--- src/rtl/comparator_pipe.sv ---
// Registered magnitude comparator with a valid/ready stream interface, run-time
// signed/unsigned mode and saturating per-result statistics counters.
module comparator_pipe #(
  parameter int DATA_WIDTH = 8,
  parameter int CNT_WIDTH  = 16
) (
  input  logic                  clk_in,
  input  logic                  rst_n_in,
  input  logic                  valid_in,
  output logic                  ready_out,
  input  logic [DATA_WIDTH-1:0] a_in,
  input  logic [DATA_WIDTH-1:0] b_in,
  input  logic                  signed_in,
  input  logic                  cnt_clr_in,
  output logic                  valid_out,
  input  logic                  ready_in,
  output logic                  a_g_b_out,
  output logic                  a_e_b_out,
  output logic                  a_l_b_out,
  output logic [CNT_WIDTH-1:0]  gt_cnt_out,
  output logic [CNT_WIDTH-1:0]  eq_cnt_out,
  output logic [CNT_WIDTH-1:0]  lt_cnt_out
);

  localparam logic [CNT_WIDTH-1:0] CNT_MAX = '1;

  logic                  w_accept;
  logic [DATA_WIDTH-1:0] w_a_key;
  logic [DATA_WIDTH-1:0] w_b_key;
  logic                  w_gt;
  logic                  w_eq;
  logic                  w_lt;

  logic                  r_valid;
  logic                  r_gt;
  logic                  r_eq;
  logic                  r_lt;
  logic [CNT_WIDTH-1:0]  r_gt_cnt;
  logic [CNT_WIDTH-1:0]  r_eq_cnt;
  logic [CNT_WIDTH-1:0]  r_lt_cnt;

  assign ready_out = !r_valid || ready_in;
  assign w_accept  = valid_in && ready_out;

  // Inverting the sign bit in signed mode maps two's-complement order onto unsigned order.
  always_comb begin
    w_a_key = a_in;
    w_b_key = b_in;
    w_a_key[DATA_WIDTH-1] = a_in[DATA_WIDTH-1] ^ signed_in;
    w_b_key[DATA_WIDTH-1] = b_in[DATA_WIDTH-1] ^ signed_in;
  end

  assign w_eq = (a_in == b_in);
  assign w_gt = (w_a_key > w_b_key);
  assign w_lt = !w_eq && !w_gt;

  always_ff @(posedge clk_in or negedge rst_n_in) begin
    if (!rst_n_in) begin
      r_valid <= 1'b0;
      r_gt    <= 1'b0;
      r_eq    <= 1'b0;
      r_lt    <= 1'b0;
    end else if (w_accept) begin
      r_valid <= 1'b1;
      r_gt    <= w_gt;
      r_eq    <= w_eq;
      r_lt    <= w_lt;
    end else if (ready_in) begin
      r_valid <= 1'b0;
    end
  end

  // Clear takes priority over counting a coincident accept.
  always_ff @(posedge clk_in or negedge rst_n_in) begin
    if (!rst_n_in) begin
      r_gt_cnt <= '0;
      r_eq_cnt <= '0;
      r_lt_cnt <= '0;
    end else if (cnt_clr_in) begin
      r_gt_cnt <= '0;
      r_eq_cnt <= '0;
      r_lt_cnt <= '0;
    end else if (w_accept) begin
      if (w_gt && (r_gt_cnt != CNT_MAX)) r_gt_cnt <= r_gt_cnt + 1'b1;
      if (w_eq && (r_eq_cnt != CNT_MAX)) r_eq_cnt <= r_eq_cnt + 1'b1;
      if (w_lt && (r_lt_cnt != CNT_MAX)) r_lt_cnt <= r_lt_cnt + 1'b1;
    end
  end

  assign valid_out  = r_valid;
  assign a_g_b_out  = r_gt;
  assign a_e_b_out  = r_eq;
  assign a_l_b_out  = r_lt;
  assign gt_cnt_out = r_gt_cnt;
  assign eq_cnt_out = r_eq_cnt;
  assign lt_cnt_out = r_lt_cnt;

endmodule

--- config.mk ---
export PLATFORM = sky130hd
export DESIGN_NAME = comparator_pipe
export DESIGN_NICKNAME = d
export VERILOG_FILES = /design/src/rtl/comparator_pipe.sv
export SDC_FILE = /design/constraint.sdc
export NUM_CORES = 1
export LEC_CHECK = 0
export CAP_MARGIN = 20
export CELL_PAD_IN_SITES_DETAIL_PLACEMENT = 0
export CELL_PAD_IN_SITES_GLOBAL_PLACEMENT = 1
export CORE_ASPECT_RATIO = 2
export CORE_MARGIN = 1.5
export CORE_UTILIZATION = 40
export DETAILED_ROUTE_END_ITERATION = 10
export DONT_BUFFER_PORTS = 1
export PLACE_DENSITY = 0.7
export RECOVER_POWER = 50
export REMOVE_ABC_BUFFERS = 1
export SLEW_MARGIN = 40
export SYNTH_ARGS = -nofsm -noshare
export SYNTH_HDL_FRONTEND = slang
export SYNTH_SLANG_ARGS = --single-unit
--- constraint.sdc ---
create_clock -name clk_in -period 2.05 [get_ports clk_in]
set_input_delay 0.41 -clock clk_in [delete_from_list [all_inputs] [get_ports clk_in]]
set_output_delay 0.41 -clock clk_in [all_outputs]
set_load 0.03 [all_outputs]
; Word level (Yosys, flattened, before mapping)
; Cells that the tools add are included.
[totals]
register_bits = 52
input_bits = 22
out_inout_bits = 53
wordCells = 45
[op_classes]
add_sub_neg = 3
magnitude_cmp = 1
eq_ne = 4
n_mux = 11
bitwise = 2
reduce_logical = 17
[ops]
columns = op, count
row1 = $mux W16, 9
row2 = $add A16 B1 Y16 const B, 3
row3 = $ne A16 B16 Y1 const B, 3
row4 = $reduce_bool A2 Y1, 5
row5 = $eq A8 B8 Y1, 1
row6 = $gt A8 B8 Y1, 1
row7 = $reduce_and A2 Y1, 3
row8 = $logic_and A1 B1 Y1, 5
row9 = $logic_not A1 Y1, 3
row10 = $mux W1, 2
row11 = $xor A1 B1 Y1, 2
row12 = $logic_or A1 B1 Y1, 1

; Logic depth before layout (Yosys ltp)
; Gate-level depths: netlist of run 1.
[logic_depth]
depth_word = 8
ltp_mapped = 10
mapped_depth_nobuf = 8

; Worst setup path before layout of run 1
; No wires, ideal clock.
[synth_path]
path_type = input to register
start = input b_in[1]
end = register r_lt_cnt[13] (netlist: lt_cnt_out[13])
setup_time_ns = 0.128
arrival_ns = 2.352
t_required_ns = 1.922
path_slack_ns = -0.430
path_stages = 9
n_path_buf = 1
path_cell_list = inv_1 ha_1 nor2b_1 o211ai_1 a211oi_1 or4_4 buf_2 nor4_1 mux2_1
[synth_via]
elab_chain_len = 6
elab_cells_between_ends = 8
classes_between = 1 x order compare / 1 x eq/ne / 6 x reduce/logical
[synth_lines]
columns = element, line_no
row1 = from (decl), 12  ; input logic [DATA_WIDTH-1:0] b_in,
row2 = $gt A8 B8 Y1 or $eq A8 B8 Y1 (tied branches), "54, 53"
row3 = $logic_not A1 Y1, 55  ; assign w_lt = !w_eq && !w_gt;
row4 = $logic_and A1 B1 Y1 *, 55
row5 = $logic_and A1 B1 Y1 *, 86  ; if (w_lt && (r_lt_cnt != CNT_MAX)) r_lt_cnt <= r_lt_cnt + 1'b1;
row6 = $reduce_bool A2 Y1 (no source line) *, --
row7 = $reduce_and A2 Y1 (no source line) *, --
row8 = to (signal assigned), 86
row9 = to (decl), 40  ; logic [CNT_WIDTH-1:0] r_lt_cnt;
; Every way passes the cells marked *; elsewhere a longest branch is shown, timed or not.
; A chain may end at the register's enable or synchronous reset.

; Final worst setup path of run 1
[layout_path]
start = input a_in[1]
end = register r_lt_cnt[8] (netlist: lt_cnt_out[8])
[layout_via]
elab_chain_len = 6
elab_cells_between_ends = 8
classes_between = 1 x order compare / 1 x eq/ne / 6 x reduce/logical
[layout_lines]
columns = element, line_no
row1 = from (decl), 11  ; input logic [DATA_WIDTH-1:0] a_in,
row2 = $gt A8 B8 Y1 or $eq A8 B8 Y1 (tied branches), "54, 53"
row3 = $logic_not A1 Y1, 55
row4 = $logic_and A1 B1 Y1 *, 55
row5 = $logic_and A1 B1 Y1 *, 86
row6 = $reduce_bool A2 Y1 (no source line) *, --
row7 = $reduce_and A2 Y1 (no source line) *, --
; Marks and branches as above.

==> impl_metrics.csv, run 1 <==
group,metric,value,unit
outcome,status,"finished, violations left",
outcome,failed_checks,"negative setup slack",
sta,finalMaxSlewViolations,0,
sta,final-hold-violation-count,0,
logic_synthesis,synth_edf_count,0,
logic_synthesis,yosysSeqAreaShare,42.8,%
sta,slew_headroom,19.0,%
power_and_ir_drop,internal_power,1.73,mW
global_route,gr-total-overflow,0,
worst_hold_path,hold_class,"in -> reg",
cells_and_area,n_antenna_cell,0,
critical_path,start_kind,"primary input",
sta,clock.fmax,0.463,GHz
logic_synthesis,synthCells,339,
sta,post-route-period-util,105,%
floorplanning,die_h,126,um
critical_path,r2r_cells,5,
cells_and_area,utilization,58.3,%
power_and_ir_drop,ir_worst_vdd,580,uV
placement,post-dp-hpwl,5540,um
critical_path,cp_top_family,"simple AND/OR/NAND/NOR gates",
route,antenna_left,0,
logic_synthesis,yosys_warnings,0,
global_route,met3_usage,4.52,%
global_route,busiest_layer,"met2",
sta,postLayoutSetupSlackWorst,-109,ps
critical_path,ff2ff_setup_slack,-20,ps
power_and_ir_drop,p_sw_share,24.1,%
power_and_ir_drop,combPwrFrac,11.5,%
logic_synthesis,ys.flop_type,"dfrtp_1",
global_route,use_met1,23.9,%
cells_and_area,stdcell_count,507,
cells_and_area,nFillCells,701,
logic_synthesis,synth.distinct_cells,44,
global_route,grt_pass1_wl,13700,um
placement,routabilityCongestion,0.795,
critical_path,path_common_cell,"or4_4",
power_and_ir_drop,power_density,534,nW/um2
clocking,clkTransAtPathRegs,60,ps
clocking,worstSkewPairLatency,290,ps
critical_path,crit_buf_inv,1,
global_route,gr-usage-met2,38.3,%
critical_path,timing.rr.end,"lt_cnt_out[14]$_DFFE_PN0P_",
logic_synthesis,ys_seq_elements,52,
route,drt_iter0_drc,170,
critical_path,cp_max_fo,6,
critical_path,path_cells,"ha_4 -> nor2b_4 -> o211ai_1 -> a211oi_2 -> buf_4 -> or4_4 -> or4_4 -> a21oi_2",
cells_and_area,drive_gt1_share,35.2,%
clocking,cts_tree,"built",
critical_path,criticalPathCategory,"in -> reg",
sta,rsz0062_at_grt,"true",
worst_hold_path,hold_depth,1,
global_route,grt_pass1_vias,2907,
floorplanning,die-area,8170,um2
critical_path,cp-end-kind,"flop",
floorplanning,core_area,7320,um2
logic_synthesis,synthArstFlopShare,100,%
route,dr.pass1.iters,4,
sta,period_needed,2160,ps
critical_path,worstPathRequired,2270,ps
route,vias_per_cell,5.72,
route,vias,2898,
global_route,antenna_found_initial,0,
route,remaining_drc_errors,0,
worst_hold_path,hold_end,"gt_cnt_out[0]$_DFFE_PN0P_",
route,wl_per_cell,16.9,um
clocking,root_buffer,"clkbuf_16",
sta,setup_viol,13,
power_and_ir_drop,power_frac_clock,41.4,%
critical_path,r2r-start,"valid_out$_DFFE_PN0P_",
floorplanning,pin_count,75,
floorplanning,row_count,44,
clocking,cts_buffers,5,
placement,portBuffers,0,
route,routed_wl,8560,um
clocking,htree_levels,2,
sta,skew,4.47,ps
logic_synthesis,syn_avg_cell_area,8.97,um2
global_route,track_usage,21.0,%
cells_and_area,nNetsFinal,446,
logic_synthesis,synth_area,3040,um2
sta,tns,-665,ps
sta,worst_slew_pin_slew,1220,ps
flow_run,max_cap_viol_count,0,
global_route,grt_start_max_net_pins,61,
floorplanning,fp.dieW,64.7,um
power_and_ir_drop,seqPwrFrac,47.1,%
clocking,clock-sinks,52,
power_and_ir_drop,p_sw,0.549,mW
worst_hold_path,min-delay-start,"cnt_clr_in",
cells_and_area,syn_to_final_growth,40.4,%
critical_path,cp_slowest_stage_delay,560,ps
critical_path,critPathSlowestCell,"or4_4",
power_and_ir_drop,p_leak,1.72,nW
placement,dp.cells,488,
critical_path,arrival,2380,ps
floorplanning,start_util,41.5,%
clocking,clockBufferDepth,2,
[per-stage QoR]
stage,power [mW],cell area (um2),setup WS [ps],hold slack (ps)
3_5_place_dp,1.26,3650,-550,115
2_1_floorplan,1.18,2970,-490,114
3_3_place_gp,1.25,3650,-506,116
4_1_cts,2.28,4040,-143,176
6_report,2.28,4270,-109,176
5_1_grt,2.37,4270,-142,173
[power groups by stage]
stage | Clock (mW) | Combinational [mW] | Sequential, mW
2_1_floorplan | 0 | 0.0803 | 1.10
3_3_place_gp | 0 | 0.157 | 1.09
3_5_place_dp | 0 | 0.162 | 1.09
4_1_cts | 0.972 | 0.229 | 1.07
5_1_grt | 1.01 | 0.288 | 1.08
6_report | 0.945 | 0.262 | 1.07
[state kept, by name (all words and copies together), names as in the netlist]
signal / flops
eq_cnt_out: 16
gt_cnt_out: 16
lt_cnt_out: 16
a_e_b_out: 1
a_g_b_out: 1
a_l_b_out: 1
valid_out: 1
[how the worst max path moves through the flow]
stage | startpoint | to | cells after the start
floorplan | lt_cnt_out[3]$_DFFE_PN0P_ | lt_cnt_out[13]$_DFFE_PN0P_ | 6
global placement | b_in[1] | lt_cnt_out[13]$_DFFE_PN0P_ | 8
detailed placement | b_in[1] | lt_cnt_out[13]$_DFFE_PN0P_ | 8
CTS | a_in[1] | lt_cnt_out[2]$_DFFE_PN0P_ | 8
global route | a_in[1] | lt_cnt_out[8]$_DFFE_PN0P_ | 8
finish | a_in[1] | lt_cnt_out[8]$_DFFE_PN0P_ | 8
[routing by layer]
layer	vias up	wire [um]
met5	-	0
met4	0	131
met3	10	404
met2	71	4720
met1	1434	3300
li1	1383	-
[timing repair]
item,CTS,global route
endpoints found under the hold margin,52,0
gates cloned,2,0
endpoints found under the setup margin,26,43
hold buffers,2,0
setup buffers,4,5
gates resized for setup,30,51
pin swaps,29,18
[placed cells by master (no fill, tap or decap), types with 3 or more instances in the layout]
cell type | synthesis | routed
clkbuf_16 | 0 | 5
or3_1 | 10 | 8
xnor2_1 | 9 | 9
a21oi_2 | 0 | 10
clkbuf_1 | 11 | 13
and4_1 | 4 | 4
o31ai_2 | 0 | 6
mux2_2 | 8 | 6
or4_4 | 1 | 8
buf_4 | 0 | 61
nand3_1 | 22 | 21
nor4_4 | 0 | 3
o31ai_4 | 0 | 4
buf_6 | 1 | 6
mux2_4 | 0 | 4
nor3_1 | 9 | 6
nor2_1 | 37 | 33
a21oi_1 | 25 | 15
ha_4 | 0 | 4
nor2b_1 | 12 | 11
nor2_2 | 0 | 3
nand2_1 | 24 | 23
and3_1 | 6 | 6
ha_1 | 10 | 6
nor4_1 | 7 | 3
or4_1 | 12 | 7
nand2b_1 | 4 | 4
dfrtp_1 | 52 | 52
nand4_1 | 10 | 10
inv_1 | 11 | 10
o21ai_0 | 11 | 11
[logic make-up (layout without fill, tap and decap cells)]
kind of cell,Yosys count,count (layout),share of synthesized area [%]
flip-flops,52,52,42.8
AO/OA/AOI/OAI,59,59,11.7
buffers and inverters,28,102,3.87
adder cells (fa/ha/maj),10,10,4.11
XOR/XNOR,12,12,3.70
AND/OR/NAND/NOR,166,168,29.4
multiplexers,12,12,4.40
[synthesized netlist by cell type, types with 11 or more instances]
cell type,instances,area share [%]
a21oi_1,25,4.1
clkbuf_1,11,1.4
dfrtp_1,52,43
inv_1,11,1.4
nand2_1,24,3.0
nand3_1,22,3.6
nor2_1,37,4.6
nor2b_1,12,2.5
o21ai_0,11,1.8
o31ai_1,11,2.7
or4_1,12,3.0
[final cells by class]
type / count / area, um2 / share of cell area (%)
Inverter: 11 / 46.3 / 1.08
Timing Repair Buffer: 83 / 621 / 14.5
Multi-Input combinational cell: 261 / 2020 / 47.4
Clock buffer: 6 / 129 / 3.02
Tap cell: 92 / 115 / 2.70
Sequential cell: 52 / 1300 / 30.5
Clock inverter: 2 / 35.0 / 0.821
(Power assumes the default switching activity.)
==> run 2: changes to the inputs <==
--- a/config.mk
+++ b/config.mk
@@ -10,10 +10,10 @@
 export CELL_PAD_IN_SITES_GLOBAL_PLACEMENT = 1
 export CORE_ASPECT_RATIO = 2
 export CORE_MARGIN = 1.5
-export CORE_UTILIZATION = 40
+export CORE_UTILIZATION = 30
 export DETAILED_ROUTE_END_ITERATION = 10
 export DONT_BUFFER_PORTS = 1
-export PLACE_DENSITY = 0.7
+export PLACE_DENSITY = 0.55
 export RECOVER_POWER = 50
 export REMOVE_ABC_BUFFERS = 1
 export SLEW_MARGIN = 40
==> run 2 against run 1 <==
Net effect: via count fell by 1.8%; cell count rose by 6.5%; the flow still finishes with violations (negative setup slack); wire length rose by 4.4%; sequential share of layout area rose by 1.6 points; count of clock-buffer cells in the layout fell by 1; first-iteration DRC count fell by 42%; power fell by 8.1%; cell area fell by 5.0%; clock skew barely moved; non-clock buffer count fell by 3; critical path type unchanged.
==> impl_metrics.csv, run 2 (synthesis results as in run 1) <==
group,metric,value,unit
outcome,status,"finished, violations left",
outcome,failed_checks,"negative setup slack",
clocking,clock-sinks,52,
global_route,gr-total-overflow,0,
sta,final-hold-violation-count,0,
global_route,use_met1,18.6,%
route,vias_per_cell,5.27,
cells_and_area,final_cell_mix,"buf_4 (68), dfrtp_1 (52), nor2_1 (35)",
global_route,gr-usage-met2,29.6,%
critical_path,criticalPathCategory,"in -> reg",
clocking,htree_levels,2,
sta,rsz0062_at_grt,"true",
cells_and_area,nNetsFinal,442,
floorplanning,pin_count,75,
route,antenna_left,0,
clocking,clockBufferDepth,2,
route,drt_iter0_drc,99,
critical_path,cp_slowest_stage_delay,610,ps
critical_path,path_cells,"ha_4 -> nor2b_4 -> o211ai_1 -> a211oi_2 -> or4_4 -> nor4_2 -> mux2_1",
floorplanning,die-area,10800,um2
sta,post-route-period-util,106,%
global_route,grt_pass1_wl,14000,um
cells_and_area,design_area,4060,um2
floorplanning,die_h,145,um
sta,worst_slew_pin_slew,1260,ps
sta,setup_viol,16,
cells_and_area,n_antenna_cell,0,
placement,placed_cell_area,3680,um2
critical_path,arrival,2350,ps
cells_and_area,syn_to_final_growth,33.3,%
route,vias,2846,
sta,postLayoutSetupSlackWorst,-129,ps
placement,post-dp-hpwl,5890,um
sta,finalMaxSlewViolations,0,
critical_path,cp_max_fo,12,
sta,clock.fmax,0.459,GHz
placement,portBuffers,0,
route,routed_wl,8930,um
cells_and_area,nFillCells,1041,
global_route,grt_start_max_net_pins,61,
cells_and_area,drive_gt1_share,30.6,%
clocking,clkTransAtPathRegs,70,ps
cells_and_area,seq_area,1300,um2
global_route,met3_usage,3.81,%
power_and_ir_drop,p_total,2.10,mW
sta,period_needed,2180,ps
global_route,antenna_found_initial,0,
cells_and_area,multi_input_area,1830,um2
worst_hold_path,hold_class,"in -> reg",
flow_run,max_cap_viol_count,0,
clocking,cts_tree,"built",
global_route,track_usage,16.6,%
sta,skew,4.32,ps
clocking,cts_buffers,5,
cells_and_area,final_common_cell,"buf_4",
critical_path,start_kind,"primary input",
placement,routabilityCongestion,0.751,
power_and_ir_drop,p_leak,1.67,nW
global_route,busiest_layer,"met2",
route,wl_per_cell,16.5,um
clocking,root_buffer,"clkbuf_16",
power_and_ir_drop,power_density,517,nW/um2
route,remaining_drc_errors,0,
floorplanning,start_util,31.0,%
critical_path,worstPathRequired,2220,ps
critical_path,critPathSlowestCell,"or4_4",
critical_path,ff2ff_setup_slack,-10,ps
global_route,grt_pass1_vias,2833,
floorplanning,core_area,9830,um2
route,dr.pass1.iters,4,
floorplanning,row_count,51,
critical_path,cp-end-kind,"flop",
power_and_ir_drop,ir_worst_vdd,301,uV
sta,slew_headroom,15.8,%
clocking,worstSkewPairLatency,290,ps
floorplanning,fp.dieW,74.2,um
run 2: changes by cell type in the layout (fill, tap and decap cells not counted), moves of 3 or more:
| cell | change |
|---|---|
| buf_6 | -3 |
| buf_4 | +7 |
| o31ai_1 | +7 |
| o31ai_2 | -3 |
| clkbuf_1 | -6 |
| or4_4 | -3 |
| ha_1 | +3 |
| ha_4 | -3 |
| o31ai_4 | -4 |
run 2: final timing paths:
check,endpoint,cells past startpoint,from
worst max-delay path,lt_cnt_out[14]$_DFFE_PN0P_,7,a_in[1]
worst min-delay path,lt_cnt_out[15]$_DFFE_PN0P_,1,cnt_clr_in
worst max register to register,lt_cnt_out[14]$_DFFE_PN0P_,5,valid_out$_DFFE_PN0P_
worst min register to register,gt_cnt_out[15]$_DFFE_PN0P_,2,gt_cnt_out[15]$_DFFE_PN0P_
max in group asynchronous,gt_cnt_out[0]$_DFFE_PN0P_,2,rst_n_in
min in group asynchronous,lt_cnt_out[13]$_DFFE_PN0P_,2,rst_n_in
run 2: final cells by class:
| class | count | area share, % |
|---|---|---|
| inverter | 11 | 1.20 |
| tap | 132 | 4.07 |
| sequential | 52 | 32.1 |
| timing repair buffer | 80 | 14.4 |
| clock buffer | 5 | 3.09 |
| multi-input combinational | 260 | 45.1 |
run 2: what timing repair did:
action                     CTS  global route
hold endpoints to repair    52             0
pin swaps                    3             9
gates resized for setup     15            32
setup buffers                3             1
hold buffers                 2             0
setup endpoints to repair   21            37
cloned                       1             1
run 2: where the power goes:
group / switching (mW) / internal [mW]
registers: 0.0329 / 1.04
logic: 0.131 / 0.0895
clock network: 0.369 / 0.433
run 2: per-stage QoR:
stage                     hold slack (ps)  utilization, %  TNS (ps)  std cells  worst slack (ps)
after global placement                116            37.4    -12300        527              -501
after detailed placement              116            37.4    -13360        527              -530
after CTS                             167            40.2      -444        538             -99.2
after global routing                  158            41.3     -2970        540              -191
after floorplan                       114               -    -12030        322              -490
final                                 180            41.3     -1190        540              -129
run 2: per-layer routing:
metal	wire length [um]	vias to the layer above
li1	-	1372
met1	3520	1401
met2	4890	65
met3	385	8
met4	138	0
met5	0	-
run 2: critical path: cells and delay by family:
kind	cells	cell delay, ps
AND/OR/NAND/NOR	3	1020
multiplexers	1	360
AO/OA/AOI/OAI	2	340
adder cells (fa/ha/maj)	1	220
==> run 3: changes to the inputs <==
--- a/config.mk
+++ b/config.mk
@@ -8,7 +8,7 @@
 export CAP_MARGIN = 20
 export CELL_PAD_IN_SITES_DETAIL_PLACEMENT = 0
 export CELL_PAD_IN_SITES_GLOBAL_PLACEMENT = 1
-export CORE_ASPECT_RATIO = 2
+export CORE_ASPECT_RATIO = 0.7
 export CORE_MARGIN = 1.5
 export CORE_UTILIZATION = 30
 export DETAILED_ROUTE_END_ITERATION = 10
==> run 3 against run 2 <==
Net effect: the flow still finishes with violations (negative setup slack); highest routed layer unchanged; largest power group unchanged; global-route usage fell by 0.13 points; critical path type unchanged; clock skew rose by 1.6 ps; sequential power barely moved; critical path depth rose by 2.
==> impl_metrics.csv, run 3 (synthesis results as in run 1) <==
group,metric,value,unit
clocking,worstSkewPairLatency,300,ps
critical_path,path_cells,"ha_4 -> nor2b_1 -> o211ai_1 -> a211oi_2 -> or4_4 -> buf_12 -> buf_12 -> or4_4 -> a21oi_2",
sta,rsz0062_at_grt,"true",
outcome,status,"finished, violations left",
sta,setup_viol,15,
clocking,root_buffer,"clkbuf_16",
floorplanning,fp.dieW,123,um
critical_path,r2r_cells,8,
clocking,clock-sinks,52,
cells_and_area,final_cell_mix,"buf_4 (58), dfrtp_1 (52), nor2_1 (35)",
critical_path,criticalPathCategory,"in -> reg",
sta,period_needed,2210,ps
clocking,cts_buffers,5,
sta,clock.fmax,0.453,GHz
sta,slew_headroom,17.1,%
cells_and_area,final_common_cell,"buf_4",
critical_path,timing.rr.end,"eq_cnt_out[14]$_DFFE_PN0P_",
floorplanning,die_h,87.2,um
global_route,met3_usage,5.10,%
worst_hold_path,hold_depth,1,
floorplanning,start_util,31.2,%
route,routed_wl,8670,um
sta,worst_slew_pin_slew,1240,ps
global_route,grt_pass1_vias,2695,
critical_path,cp-end-kind,"flop",
route,dr.pass1.iters,4,
worst_hold_path,hold_end,"gt_cnt_out[0]$_DFFE_PN0P_",
sta,finalMaxSlewViolations,0,
power_and_ir_drop,ir_worst_vdd,330,uV
floorplanning,core_area,9760,um2
cells_and_area,n_antenna_cell,0,
placement,portBuffers,0,
placement,post-dp-hpwl,5810,um
floorplanning,row_count,30,
global_route,antenna_found_initial,0,
global_route,busiest_layer,"met2",
cells_and_area,nNetsFinal,443,
power_and_ir_drop,power_density,527,nW/um2
sta,final-hold-violation-count,0,
critical_path,cp_slowest_stage_delay,540,ps
global_route,grt_start_max_net_pins,61,
cells_and_area,stdcell_count,540,
global_route,use_met1,22.4,%
route,antenna_left,0,
critical_path,critPathSlowestCell,"or4_4",
floorplanning,pin_count,75,
global_route,gr-total-overflow,0,
global_route,grt_pass1_wl,13800,um
route,vias,2790,
critical_path,arrival,2430,ps
worst_hold_path,hold_class,"in -> reg",
cells_and_area,utilization,42.9,%
cells_and_area,nFillCells,993,
placement,place_ws,-539,ps
placement,dp.cells,518,
cells_and_area,drive_gt1_share,32.3,%
sta,skew,5.92,ps
clocking,cts_tree,"built",
floorplanning,die-area,10800,um2
route,remaining_drc_errors,0,
global_route,gr-usage-met2,25.8,%
clocking,clkTransAtPathRegs,70,ps
outcome,failed_checks,"negative setup slack",
global_route,track_usage,16.5,%
critical_path,worstPathRequired,2280,ps
route,wl_per_cell,16.0,um
route,drt_iter0_drc,160,
power_and_ir_drop,p_leak,1.68,nW
flow_run,max_cap_viol_count,0,
clocking,clockBufferDepth,2,
critical_path,ff2ff_setup_slack,10,ps
critical_path,r2r-start,"valid_out$_DFFE_PN0P_",
worst_hold_path,min-delay-start,"cnt_clr_in",
placement,routabilityCongestion,0.757,
critical_path,start_kind,"primary input",
clocking,htree_levels,2,
sta,post-route-period-util,108,%
cells_and_area,syn_to_final_growth,37.8,%
critical_path,cp_max_fo,5,
sta,postLayoutSetupSlackWorst,-156,ps
route,vias_per_cell,5.17,
run 3: changes by cell type in the layout (fill, tap and decap cells not counted), sizes merged:
cell,before,now
or4,14,13
buf,72,67
clkinvlp,0,1
clkbuf,12,21
run 3: final cells by class:
| cell class | instances | area [um2] | share of cell area, % |
|---|---|---|---|
| timing repair buffer | 82 | 627 | 15.0 |
| inverter | 11 | 53.8 | 1.28 |
| clock inverter | 1 | 7.51 | 0.179 |
| sequential | 52 | 1300 | 31.0 |
| clock buffer | 7 | 143 | 3.40 |
| multi-input combinational | 259 | 1900 | 45.3 |
| tap | 128 | 160 | 3.82 |
run 3: what timing repair did:
action                     4_1_cts  5_1_grt
gates cloned                     1        0
hold endpoints to repair        52        0
setup buffers                    6        5
gates resized for setup         16       49
setup endpoints to repair       21       22
pin swaps                        4       26
hold buffers                     2        0
run 3: worst max-delay path, delay by kind of cell:
family | cells | cell delay [ps]
AND/OR/NAND/NOR | 3 | 1070
adder cells (fa/ha/maj) | 1 | 210
AO/OA/AOI/OAI | 3 | 450
buffers and inverters | 2 | 280
run 3: layer usage:
| layer | part of all wire (%) | wire length [um] | vias up |
|---|---|---|---|
| met4 | 0.85 | 74 | 0 |
| met3 | 5.7 | 492 | 7 |
| met1 | 49 | 4280 | 1355 |
| met2 | 44 | 3820 | 50 |
| met5 | 0 | 0 | - |
| li1 | - | - | 1378 |
run 3: power breakdown:
group	leakage (nW)	switching, mW	total, mW	internal (mW)
sequential	0.717	0.0345	1.07	1.04
combinational	0.891	0.134	0.248	0.114
clock	0.0701	0.398	0.886	0.488
total	1.68	0.566	2.21	1.64
run 3: worst max path at each step:
stage	slack (ps)	cells after the start	endpoint	startpoint
after floorplan	-490	6	lt_cnt_out[13]$_DFFE_PN0P_	lt_cnt_out[3]$_DFFE_PN0P_
after global placement	-490	9	lt_cnt_out[3]$_DFFE_PN0P_	b_in[1]
after detailed placement	-540	9	lt_cnt_out[5]$_DFFE_PN0P_	b_in[1]
after CTS	-210	9	lt_cnt_out[10]$_DFFE_PN0P_	a_in[1]
after global routing	-240	10	lt_cnt_out[5]$_DFFE_PN0P_	b_in[5]
final	-160	9	lt_cnt_out[5]$_DFFE_PN0P_	a_in[1]
run 3: metrics by stage:
stage | setup TNS, ps | power, mW | area, um2 | hold slack, ps
detailed placement | -15290 | 1.25 | 3650 | 117
finish | -1530 | 2.21 | 4190 | 161
global placement | -14300 | 1.25 | 3650 | 116
floorplan | -12030 | 1.18 | 2970 | 114
global route | -3320 | 2.31 | 4190 | 152
CTS | -2600 | 2.23 | 4000 | 164
